--- config.mk ---
export PLATFORM = sky130hd
export DESIGN_NAME = kbd_scancode_decoder
export DESIGN_NICKNAME = d
export VERILOG_FILES = /design/src/rtl/kbd_scancode_decoder.sv
export SDC_FILE = /design/constraint.sdc
export NUM_CORES = 1
export LEC_CHECK = 0
export CAP_MARGIN = 20
export CORE_UTILIZATION = 25
export DETAILED_ROUTE_END_ITERATION = 8
export PLACE_DENSITY_LB_ADDON = 0.12
export SYNTH_ARGS = -nofsm -noshare
export SYNTH_HDL_FRONTEND = slang
export SYNTH_SLANG_ARGS = --single-unit
--- constraint.sdc ---
create_clock -name clk -period 5.9 [get_ports clk]
set_input_delay 0.59 -clock clk [delete_from_list [all_inputs] [get_ports clk]]
set_output_delay 0.59 -clock clk [all_outputs]
set_load 0.01 [all_outputs]
--- src/rtl/kbd_scancode_decoder.sv ---
`default_nettype none
// ============================================================================
// Module   : kbd_scancode_decoder
// Purpose  : Turns the PS/2 set-2 byte stream from a serial receiver into
//            completed key events. It tracks the E0 (extended) and F0 (break)
//            prefixes, drops keyboard control/response bytes, and aborts a
//            half-received prefix sequence after TIMEOUT_CYCLES idle clocks.
// Ports    : clk        - system clock, all logic on the rising edge
//            reset      - synchronous, active-high
//            din[7:0]   - received byte, valid only while din_new is high
//            din_new    - one-cycle strobe marking a new byte
//            keyCode[8:0] - last completed code {extended, scan code}
//            make       - one-cycle pulse, key in keyCode pressed
//            brakee     - one-cycle pulse, key in keyCode released
//            seq_error  - one-cycle pulse, prefix sequence timed out
// Config   : KBD_PAUSE_SEQ_EN - when defined, E1 in IDLE reports the Pause
//            key (keyCode 9'h1E1) and the following 7 bytes are discarded.
// Revision : 1.0 - initial release
// ============================================================================
module kbd_scancode_decoder #(
  parameter int TIMEOUT_CYCLES = 50000
) (
  input  logic       clk,
  input  logic       reset,
  input  logic [7:0] din,
  input  logic       din_new,
  output logic [8:0] keyCode,
  output logic       make,
  output logic       brakee,
  output logic       seq_error
);

  localparam int CW = $clog2(TIMEOUT_CYCLES) + 1;
  localparam logic [CW-1:0] c_to_last = CW'(TIMEOUT_CYCLES - 1);
  localparam logic [CW-1:0] c_cnt_max = '1;

`ifdef KBD_PAUSE_SEQ_EN
  typedef enum logic [2:0] {
    S_IDLE    = 3'd0,
    S_EXT     = 3'd1,
    S_BRK     = 3'd2,
    S_EXT_BRK = 3'd3,
    S_SKIP    = 3'd4
  } state_t;
  logic [2:0] r_skip;
`else
  typedef enum logic [2:0] {
    S_IDLE    = 3'd0,
    S_EXT     = 3'd1,
    S_BRK     = 3'd2,
    S_EXT_BRK = 3'd3
  } state_t;
`endif

  state_t        r_state;
  logic [CW-1:0] r_cnt;
  logic          w_ctrl;
  logic          w_timeout;

  // Keyboard control/response bytes: never part of a key code.
  always_comb begin
    w_ctrl = 1'b0;
    case (din)
      8'h00, 8'hAA, 8'hEE, 8'hFA, 8'hFC, 8'hFD, 8'hFE, 8'hFF: w_ctrl = 1'b1;
      default: w_ctrl = 1'b0;
    endcase
  end

  // A byte arriving in the expiry cycle wins over the timeout.
  assign w_timeout = (r_state != S_IDLE) && !din_new && (r_cnt == c_to_last);

  always_ff @(posedge clk) begin
    if (reset) begin
      r_state   <= S_IDLE;
      r_cnt     <= '0;
      keyCode   <= 9'h000;
      make      <= 1'b0;
      brakee    <= 1'b0;
      seq_error <= 1'b0;
`ifdef KBD_PAUSE_SEQ_EN
      r_skip    <= 3'd0;
`endif
    end else begin
      make      <= 1'b0;
      brakee    <= 1'b0;
      seq_error <= 1'b0;

      // Idle-gap counter: only runs while a sequence is in progress and
      // sticks at its maximum rather than wrapping.
      if (din_new || (r_state == S_IDLE))
        r_cnt <= '0;
      else if (r_cnt != c_cnt_max)
        r_cnt <= r_cnt + CW'(1);

      if (din_new) begin
        case (r_state)
          S_IDLE: begin
            if (din == 8'hE0)
              r_state <= S_EXT;
            else if (din == 8'hF0)
              r_state <= S_BRK;
            else if (w_ctrl)
              r_state <= S_IDLE;
`ifdef KBD_PAUSE_SEQ_EN
            else if (din == 8'hE1) begin
              make    <= 1'b1;
              keyCode <= 9'h1E1;
              r_skip  <= 3'd0;
              r_state <= S_SKIP;
            end
`endif
            else begin
              make    <= 1'b1;
              keyCode <= {1'b0, din};
            end
          end
          S_EXT: begin
            if (din == 8'hF0)
              r_state <= S_EXT_BRK;
            else if (din == 8'hE0)
              r_state <= S_EXT;
            else if (w_ctrl)
              r_state <= S_IDLE;
            else begin
              make    <= 1'b1;
              keyCode <= {1'b1, din};
              r_state <= S_IDLE;
            end
          end
          S_BRK, S_EXT_BRK: begin
            if (din == 8'hF0)
              r_state <= r_state;
            else if (din == 8'hE0)
              r_state <= S_EXT;        // new sequence starts over
            else if (w_ctrl)
              r_state <= S_IDLE;
            else begin
              brakee  <= 1'b1;
              keyCode <= {(r_state == S_EXT_BRK), din};
              r_state <= S_IDLE;
            end
          end
`ifdef KBD_PAUSE_SEQ_EN
          S_SKIP: begin
            // Seven trailing Pause bytes: counter values 0..6.
            if (r_skip == 3'd6)
              r_state <= S_IDLE;
            else
              r_skip <= r_skip + 3'd1;
          end
`endif
          default: r_state <= S_IDLE;
        endcase
      end else if (w_timeout) begin
        r_state   <= S_IDLE;
        seq_error <= 1'b1;
      end
    end
  end

endmodule
`default_nettype wire

# Yosys cells after proc, flatten, opt, wreduce, memory -nomap -nowiden
# Index checks and enable logic that the tools add are counted.
[word_totals] reg_bits=32 latchBits=0 mem_bits_rw=0 mem_bits_ro=0 input_bits=11 n_memories=0
[op_classes] addsub=1 mul=0 n_div=0 n_lt_le_gt_ge=0 n_eq_ne=25 shift=0 muxes=27 bitwise_logic=2 reduce_logical=17
[op_table] op="9-bit 2-to-1 mux" n=9
[op_table] op="8-bit == test (second input constant)" n=9
[op_table] op="9-bit case mux with 3 select lines" n=1
[op_table] op="3-bit 2-to-1 mux" n=6
[op_table] op="2-bit != test (second input constant)" n=9
[op_table] op="17-bit by 1-bit adder with 17-bit output (second input constant)" n=1
[op_table] op="17-bit by 16-bit == test with 1-bit output (second input constant)" n=1
[op_table] op="17-bit != test (second input constant)" n=1
[op_table] op="11-bit AND reduction" n=1
[op_table] op="3-bit case mux with 3 select lines" n=1
[op_table] op="8-bit logical NOT" n=1
[op_table] op="1-bit 2-to-1 mux" n=8
[op_table] op="2-bit OR reduction" n=4
[op_table] op="8-bit OR reduction" n=1
[op_table] op="3-bit by 2-bit == test with 1-bit output (second input constant)" n=2
[op_table] op="3-bit nonzero test" n=2
[op_table] op="5-bit by 3-bit != test with 1-bit output (second input constant)" n=1
[op_table] op="3-bit by 1-bit == test with 1-bit output (second input constant)" n=1
[op_table] op="3-bit logical NOT" n=1
[op_table] op="3-bit != test (second input constant)" n=1
[op_table] op="3-bit AND reduction" n=1
[op_table] op="3-bit OR reduction" n=1
[op_table] op="1-bit logical AND" n=2
[op_table] op="2-bit 2-to-1 mux" n=1
[op_table] op="other kinds (5)" n=6

# Depth between registers and ports, before layout
# Gate-level depths: netlist of the first run.
[logic_depth] depth_word=8 ltp_mapped=12 mapped_depth_nobuf=11

# Worst setup path before layout of the first run
# No wires, ideal clock.
[synth_timing] path_kind="flip-flop to flip-flop" from="register r_cnt[0]" to="register r_cnt[7]" arrival_ps=1868 t_required_ps=5786 path_slack_ps=3918 stages_incl_launch_ff=13 path_buffers=1 cell_sequence="dfxtp_1 ha_1 nand2_1 nor2_1 nand2_1 nor3_1 ha_1 clkbuf_2 nand4b_4 nor2_1 nand4_1 xor2_1 nor2_1"
[synth_via] elab_chain_len=1 elab_cells_between_ends=2 cone_classes="add/sub (1); eq/ne (1)"
[synth_rtl] element="from (decl)" line="56" source="logic [CW-1:0] r_cnt;"
[synth_rtl] element="from (signal assigned)" line="93" source="r_cnt <= r_cnt + CW'(1);"
[synth_rtl] element="17-bit by 1-bit adder with 17-bit output or 17-bit != test (tied branches)" line="93, 92"
# Parallel ways exist; a longest one is shown, timed or not.
# A chain may end at the register's enable or synchronous reset.

# Final worst setup path of the first run
[layout_timing] from="input port din[6]" to="register keyCode[7]"
[layout_via] elab_chain_len=5 elab_cells_between_ends=22 cone_classes="eq/ne (18); mux (1); reduce/logical (3)"
[layout_rtl] element="from (decl)" line="25" source="input logic [7:0] din,"
[layout_rtl] element="8-bit == test or 8-bit logical NOT (tied branches)" line="63" source="case (din)"
[layout_rtl] element="8-bit OR reduction" line="63"
[layout_rtl] element="1-bit 2-to-1 mux" line="63"
[layout_rtl] element="2-bit != test (no line)"
[layout_rtl] element="11-bit AND reduction (no line) (*)"
[layout_rtl] element="to (signal assigned)" line="114" source="keyCode <= {1'b0, din};"
[layout_rtl] element="to (signal assigned)" line="126" source="keyCode <= {1'b1, din};"
[layout_rtl] element="to (signal assigned)" line="139" source="keyCode <= {(r_state == S_EXT_BRK), din};"
[layout_rtl] element="to (decl)" line="27" source="output logic [8:0] keyCode,"
# Every way passes the cells marked *; elsewhere a longest branch is shown, timed or not.

==> results.yml, run 1 <==
yosys:
  synth_simple_gate_area_share_pct: 34.1
  ys_warn_count: 0
  ys_seq_area_share_pct: 40.6
  synth.distinct_cells: 38
  synthMuxAreaShare_pct: 7.21
  syn_area_um2: 1530
  synth_compound_area_share_pct: 5.32
  synth_xor_xnor_area_share_pct: 7.45
  syn_inst: 161
  synthAdderAreaFrac_pct: 1.64
  synth_top_family_by_area: "simple AND/OR/NAND/NOR gates"
  ys_seq_elements: 31
  avgSynthCellArea_um2: 9.49
  synth_nets: 174
cells_and_area:
  nets: 197
  finalNonFillerCells: 259
  final_area_um2: 1880
  final_cell_mix: "31 x dfxtp_1, 22 x nor2_1, 22 x clkdlybuf4s50_1"
  drive_gt1_share_pct: 9.24
  layout_commonest_cell: "dfxtp_1"
  syn_to_final_growth_pct: 23.1
  antennaDiodeCount: 0
  final_util_pct: 31.8
cts:
  cts.path.max_buffers: 2
  htreeDepth: 2
  cts.sinks: 31
  cts_tree: "done"
  cts_resized: 0
  cts_buffers: 5
  clk_pin_slew_ps: 70
  clock_tree.root_cell: "clkbuf_8"
  post_cts_buffers: 0
  cts_hold_buffers: 0
  clkLatencyLatePin_ps: 280
worst_setup_path:
  rrSetupSlack_ps: 3580
  crit_fanout: 11
  crit_type: "input port to flip-flop"
  required_ps: 6090
  r2r_cells: 11
  cp-end-kind: "flip-flop"
  critPathArrivalTime_ps: 2710
  r2r_end: "r_cnt[7]$_SDFFE_PP0P_"
  cp-endpoint: "keyCode[7]$_SDFFE_PP0P_"
  start_kind: "input port"
  critPathLaunch: "din[6]"
  r2r_start: "r_cnt[0]$_SDFFE_PP0P_"
sta:
  max_freq_mhz: 398
  finalSetupViolCount: 0
  slew-limit-headroom_pct: 26.3
  fin_crit_sh_pct: 42.6
  fin_hold_ws_ps: 472
  rsz0062_at_grt: "false"
  hold_viol: 0
  finalClockSkew_ps: 12.2
  period_needed_ps: 2520
  slew_violations: 0
  worst_slack_ps: 3380
  tns_ps: 0
  tightest_slew_ps: 1100
route:
  vias: 1149
  route.detailed.drc: 0
  drt_iter0_drc: 53
  vias_per_cell: 4.44
  first_pass_iters: 4
  routed_wl_um: 3160
  wire_per_inst_um: 12.2
  ant_nets: 0
power:
  p_leak_nw: 0.745
  vdd_drop_max_v: 0.0000630
  power.density_nw_per_um2: 223
  p_total_mw: 0.419
global_route:
  grt_max_degree: 25
  antenna_found_initial: 0
  grt_pass1_vias: 1135
  grt_pass1_wl_um: 5220
  grt_util_all_layers_pct: 10.7
  gr-total-overflow: 0
die:
  top_level_ports: 23
  rows: 28
  die_height_um: 80.2
  die_x_um: 80.2
  initial_core_util_pct: 25.8
  dieArea_um2: 6430
  core_area_um2: 5920
status:
  status: "finished clean"
place:
  dpl_worst_slack_ps: 3120
  placed_cells: 252
  dp_hpwl_um: 2280
  io_buffers: 22
  globalplace.congestion: 0.721
  post_dp_cell_area_um2: 1790
hold_path:
  hp-class: "flip-flop to flip-flop"
run:
  drv_cap: 0
[synthesized netlist by cell type]
library cell	count	area share (%)
a211oi_2	1	0.82
a21oi_1	4	1.3
a22oi_1	1	0.49
a41oi_1	1	0.57
and2_1	1	0.41
and3_1	1	0.41
and3b_1	2	1.1
and4_1	1	0.57
and4_4	1	0.74
and4bb_2	1	0.82
buf_6	2	1.5
clkbuf_1	2	0.49
clkbuf_2	1	0.33
clkbuf_8	1	0.90
dfxtp_1	31	41
ha_1	2	1.6
inv_1	2	0.49
mux2i_1	11	7.2
nand2_1	10	2.5
nand2b_1	18	7.4
nand3_1	7	2.3
nand4_1	3	1.2
nand4_4	1	1.4
nand4b_4	2	3.1
nor2_1	22	5.4
nor2b_1	1	0.41
nor3_1	4	1.3
nor3_2	1	0.66
nor3b_2	1	0.82
nor4_1	2	0.82
nor4_4	1	1.4
o21ai_0	3	0.98
o21ai_1	2	0.66
o31ai_1	1	0.49
or3_1	2	0.82
or3_2	1	0.49
xnor2_1	3	1.7
xor2_1	10	5.7
[worst min path at each step]
stage / slack, ps / cells past startpoint / start / endpoint
4_1_cts: 480 / 2 / keyCode[2]$_SDFFE_PP0P_ / keyCode[2]$_SDFFE_PP0P_
2_1_floorplan: 450 / 1 / r_state[1]$_SDFFE_PP0P_ / make$_SDFF_PP0_
3_5_place_dp: 470 / 2 / keyCode[1]$_SDFFE_PP0P_ / keyCode[1]$_SDFFE_PP0P_
3_3_place_gp: 470 / 2 / keyCode[3]$_SDFFE_PP0P_ / keyCode[3]$_SDFFE_PP0P_
5_1_grt: 490 / 2 / keyCode[5]$_SDFFE_PP0P_ / keyCode[5]$_SDFFE_PP0P_
6_report: 470 / 2 / keyCode[2]$_SDFFE_PP0P_ / keyCode[2]$_SDFFE_PP0P_
[sequential cells by signal, indices dropped and copies added (netlist names)]
| register | flops |
|---|---|
| r_cnt | 17 |
| keyCode | 9 |
| r_state | 2 |
| brakee | 1 |
| make | 1 |
| seq_error | 1 |
[kinds of logic after synthesis]
logic type / after synthesis
flops: 31
compound gates: 13
simple gates: 83
xor+xnor: 13
mux: 11
fa+ha+maj: 2
buf+inv: 8
[routing by layer]
metal  wire (µm)  track usage (%)  up-vias
li1            -                -      598
met1        1560             13.2      528
met2        1400             16.6       16
met3         130             3.75        7
met4          59             5.18        0
met5           0                0        -
[area by class of cell]
class	instances	area [µm²]
clock buffers	6	82.6
clock inverters	1	5.00
fillers	621	4040
inverters	2	7.51
multi-input cells	122	851
flip-flops and latches	31	621
well taps	75	93.8
repair buffers	22	220
[where the power goes]
group          leakage (nW)  switching, mW  total, mW  internal [mW]
Clock                0.0470         0.0763      0.168         0.0914
Combinational         0.447         0.0155     0.0357         0.0202
Sequential            0.251        0.00223      0.216          0.213
Total                 0.745         0.0941      0.419          0.325
[critical path, cell delays in order]
cell,delay [ps]
clkdlybuf4s50_1,510
and4_4,220
o21ai_1,130
a21oi_1,90
a211oi_2,860
mux2i_1,300
Note: power is estimated with default switching activity, not from simulation.
==> run 2: changes to the inputs <==
clock period = 2.5 ns   (was 5.9 ns; I/O delays follow)
==> run 2 against run 1 <==
Global-route usage up 0.15 points. Sequential cell count unchanged. Clock-buffer cell count unchanged. Core utilization up 0.21 points. Largest cell class unchanged.
==> results.yml, run 2 (synthesis results as in run 1) <==
cells_and_area:
  layout_commonest_cell: "dfxtp_1"
  finalNonFillerCells: 260
  largest-register: "r_cnt"
  reg_top3: "r_cnt: 17 flops, keyCode: 9 flops, r_state: 2 flops"
  antennaDiodeCount: 0
  drive_gt1_share_pct: 10.8
  syn_to_final_growth_pct: 23.9
  final-seq-area_um2: 621
  nets: 198
  largest_reg_flops: 17
  final_cell_mix: "31 x dfxtp_1, 22 x nor2_1, 22 x clkdlybuf4s50_1"
  multiInputGateArea_um2: 856
  fillers: 630
route:
  first_pass_iters: 4
  routed_wl_um: 3130
  vias_per_cell: 4.46
  drt_iter0_drc: 66
  ant_nets: 0
  wire_per_inst_um: 12.1
  vias: 1160
  route.detailed.drc: 0
global_route:
  grt_pass1_wl_um: 5250
  grt_max_degree: 24
  antenna_found_initial: 0
  grt_util_all_layers_pct: 10.9
  gr-total-overflow: 0
  grt_pass1_vias: 1161
die:
  die_x_um: 80.2
  rows: 28
  initial_core_util_pct: 25.8
  die_height_um: 80.2
  core_area_um2: 5920
  top_level_ports: 23
  dieArea_um2: 6430
run:
  drv_cap: 0
sta:
  slew_violations: 0
  finalSetupViolCount: 0
  finalClockSkew_ps: 7.81
  worst_slack_ps: 276
  hold_viol: 0
  fin_crit_sh_pct: 89.0
  period_needed_ps: 2220
  max_freq_mhz: 450
  slew-limit-headroom_pct: 30.2
  tightest_slew_ps: 1050
  fin_hold_ws_ps: 470
worst_setup_path:
  cp-end-kind: "flip-flop"
  crit_fanout: 6
  critPathArrivalTime_ps: 2380
  start_kind: "flip-flop"
  crit_type: "flip-flop to flip-flop"
  rrSetupSlack_ps: 280
  required_ps: 2650
power:
  power.density_nw_per_um2: 522
  p_sw_mw: 0.221
  power.internal_mw: 0.768
  seq_power_share_pct: 51.4
  sw_frac_of_total_pct: 22.3
  power.share.combinational_pct: 8.7
  p_leak_nw: 0.744
  vdd_drop_max_v: 0.000204
  power.clock.fraction_pct: 39.9
cts:
  clkLatencyLatePin_ps: 280
  clock_tree.root_cell: "clkbuf_8"
  post_cts_buffers: 0
  cts_tree: "done"
  clk_pin_slew_ps: 70
  htreeDepth: 2
  cts.sinks: 31
  cts_hold_buffers: 0
  cts_buffers: 5
  cts.path.max_buffers: 2
place:
  io_buffers: 22
  placed_cells: 253
  dpl_worst_slack_ps: 59.8
  dp_hpwl_um: 2290
  globalplace.congestion: 0.775
status:
  status: "finished clean"
hold_path:
  hp-class: "flip-flop to flip-flop"
## run 2: cell types whose count changed in the layout (fill, tap and decap cells not counted), sizes merged
cell	delta
buf	+1
## run 2: critical path: stages, from the launching register on
cell and delay [ps]:
dfxtp_1 420, ha_2 260, nand2_1 70, nor2_1 200, nand2_1 80, nor3_1 150
ha_2 300, nand4b_4 200, nor2_1 90, nand4_1 120, xor2_1 150, nor2_1 50
## run 2: per-layer routing
| layer | wire length, µm | global-route usage [%] |
|---|---|---|
| met2 | 1460 | 17.3 |
| met4 | 55 | 5.89 |
| met1 | 1460 | 12.6 |
| met3 | 164 | 4.09 |
| met5 | 0 | 0 |
## run 2: power by group through the flow
stage,clock network (mW),registers (mW),logic [mW]
after floorplan,0,0.523,0.0341
after global placement,0,0.519,0.0857
after detailed placement,0,0.519,0.0868
after CTS,0.412,0.508,0.0876
after global routing,0.428,0.509,0.0941
final,0.394,0.508,0.0859
## run 2: worst paths after layout
path	startpoint	endpoint	depth (start not counted)
hold / removal	keyCode[4]$_SDFFE_PP0P_	keyCode[4]$_SDFFE_PP0P_	2
hold reg to reg	keyCode[4]$_SDFFE_PP0P_	keyCode[4]$_SDFFE_PP0P_	2
setup / recovery	r_cnt[0]$_SDFFE_PP0P_	r_cnt[7]$_SDFFE_PP0P_	11
setup reg to reg	r_cnt[0]$_SDFFE_PP0P_	r_cnt[7]$_SDFFE_PP0P_	11
## run 2: area by class of cell
class | instances | area share [%]
Multi-Input combinational cell | 122 | 45.2
Sequential cell | 31 | 32.8
Timing Repair Buffer | 23 | 12.0
Tap cell | 75 | 4.96
Clock buffer | 6 | 4.36
Inverter | 2 | 0.397
Clock inverter | 1 | 0.264
## run 2: timing repair
| item | in CTS | in global routing |
|---|---|---|
| hold endpoints to repair | 0 | 0 |
| setup endpoints to repair | 0 | 8 |
| gates resized for setup | 0 | 2 |
## run 2: metrics by stage
stage | area (µm²) | setup TNS (ps) | util (%) | power [mW]
6_report | 1890 | 0 | 32.0 | 0.988
5_1_grt | 1890 | -4.44 | 32.0 | 1.03
4_1_cts | 1890 | 0 | 31.9 | 1.01
3_5_place_dp | 1800 | 0 | 30.4 | 0.606
3_3_place_gp | 1800 | 0 | 30.4 | 0.605
2_1_floorplan | 1530 | 0 | - | 0.558
==> run 3: changes to the inputs <==
CTS_CLUSTER_DIAMETER = 150   (was unset)
CTS_CLUSTER_SIZE = 12   (was unset)
==> results of run 3 <==
No change in the layout: final DEF, timing and power equal those of run 2.
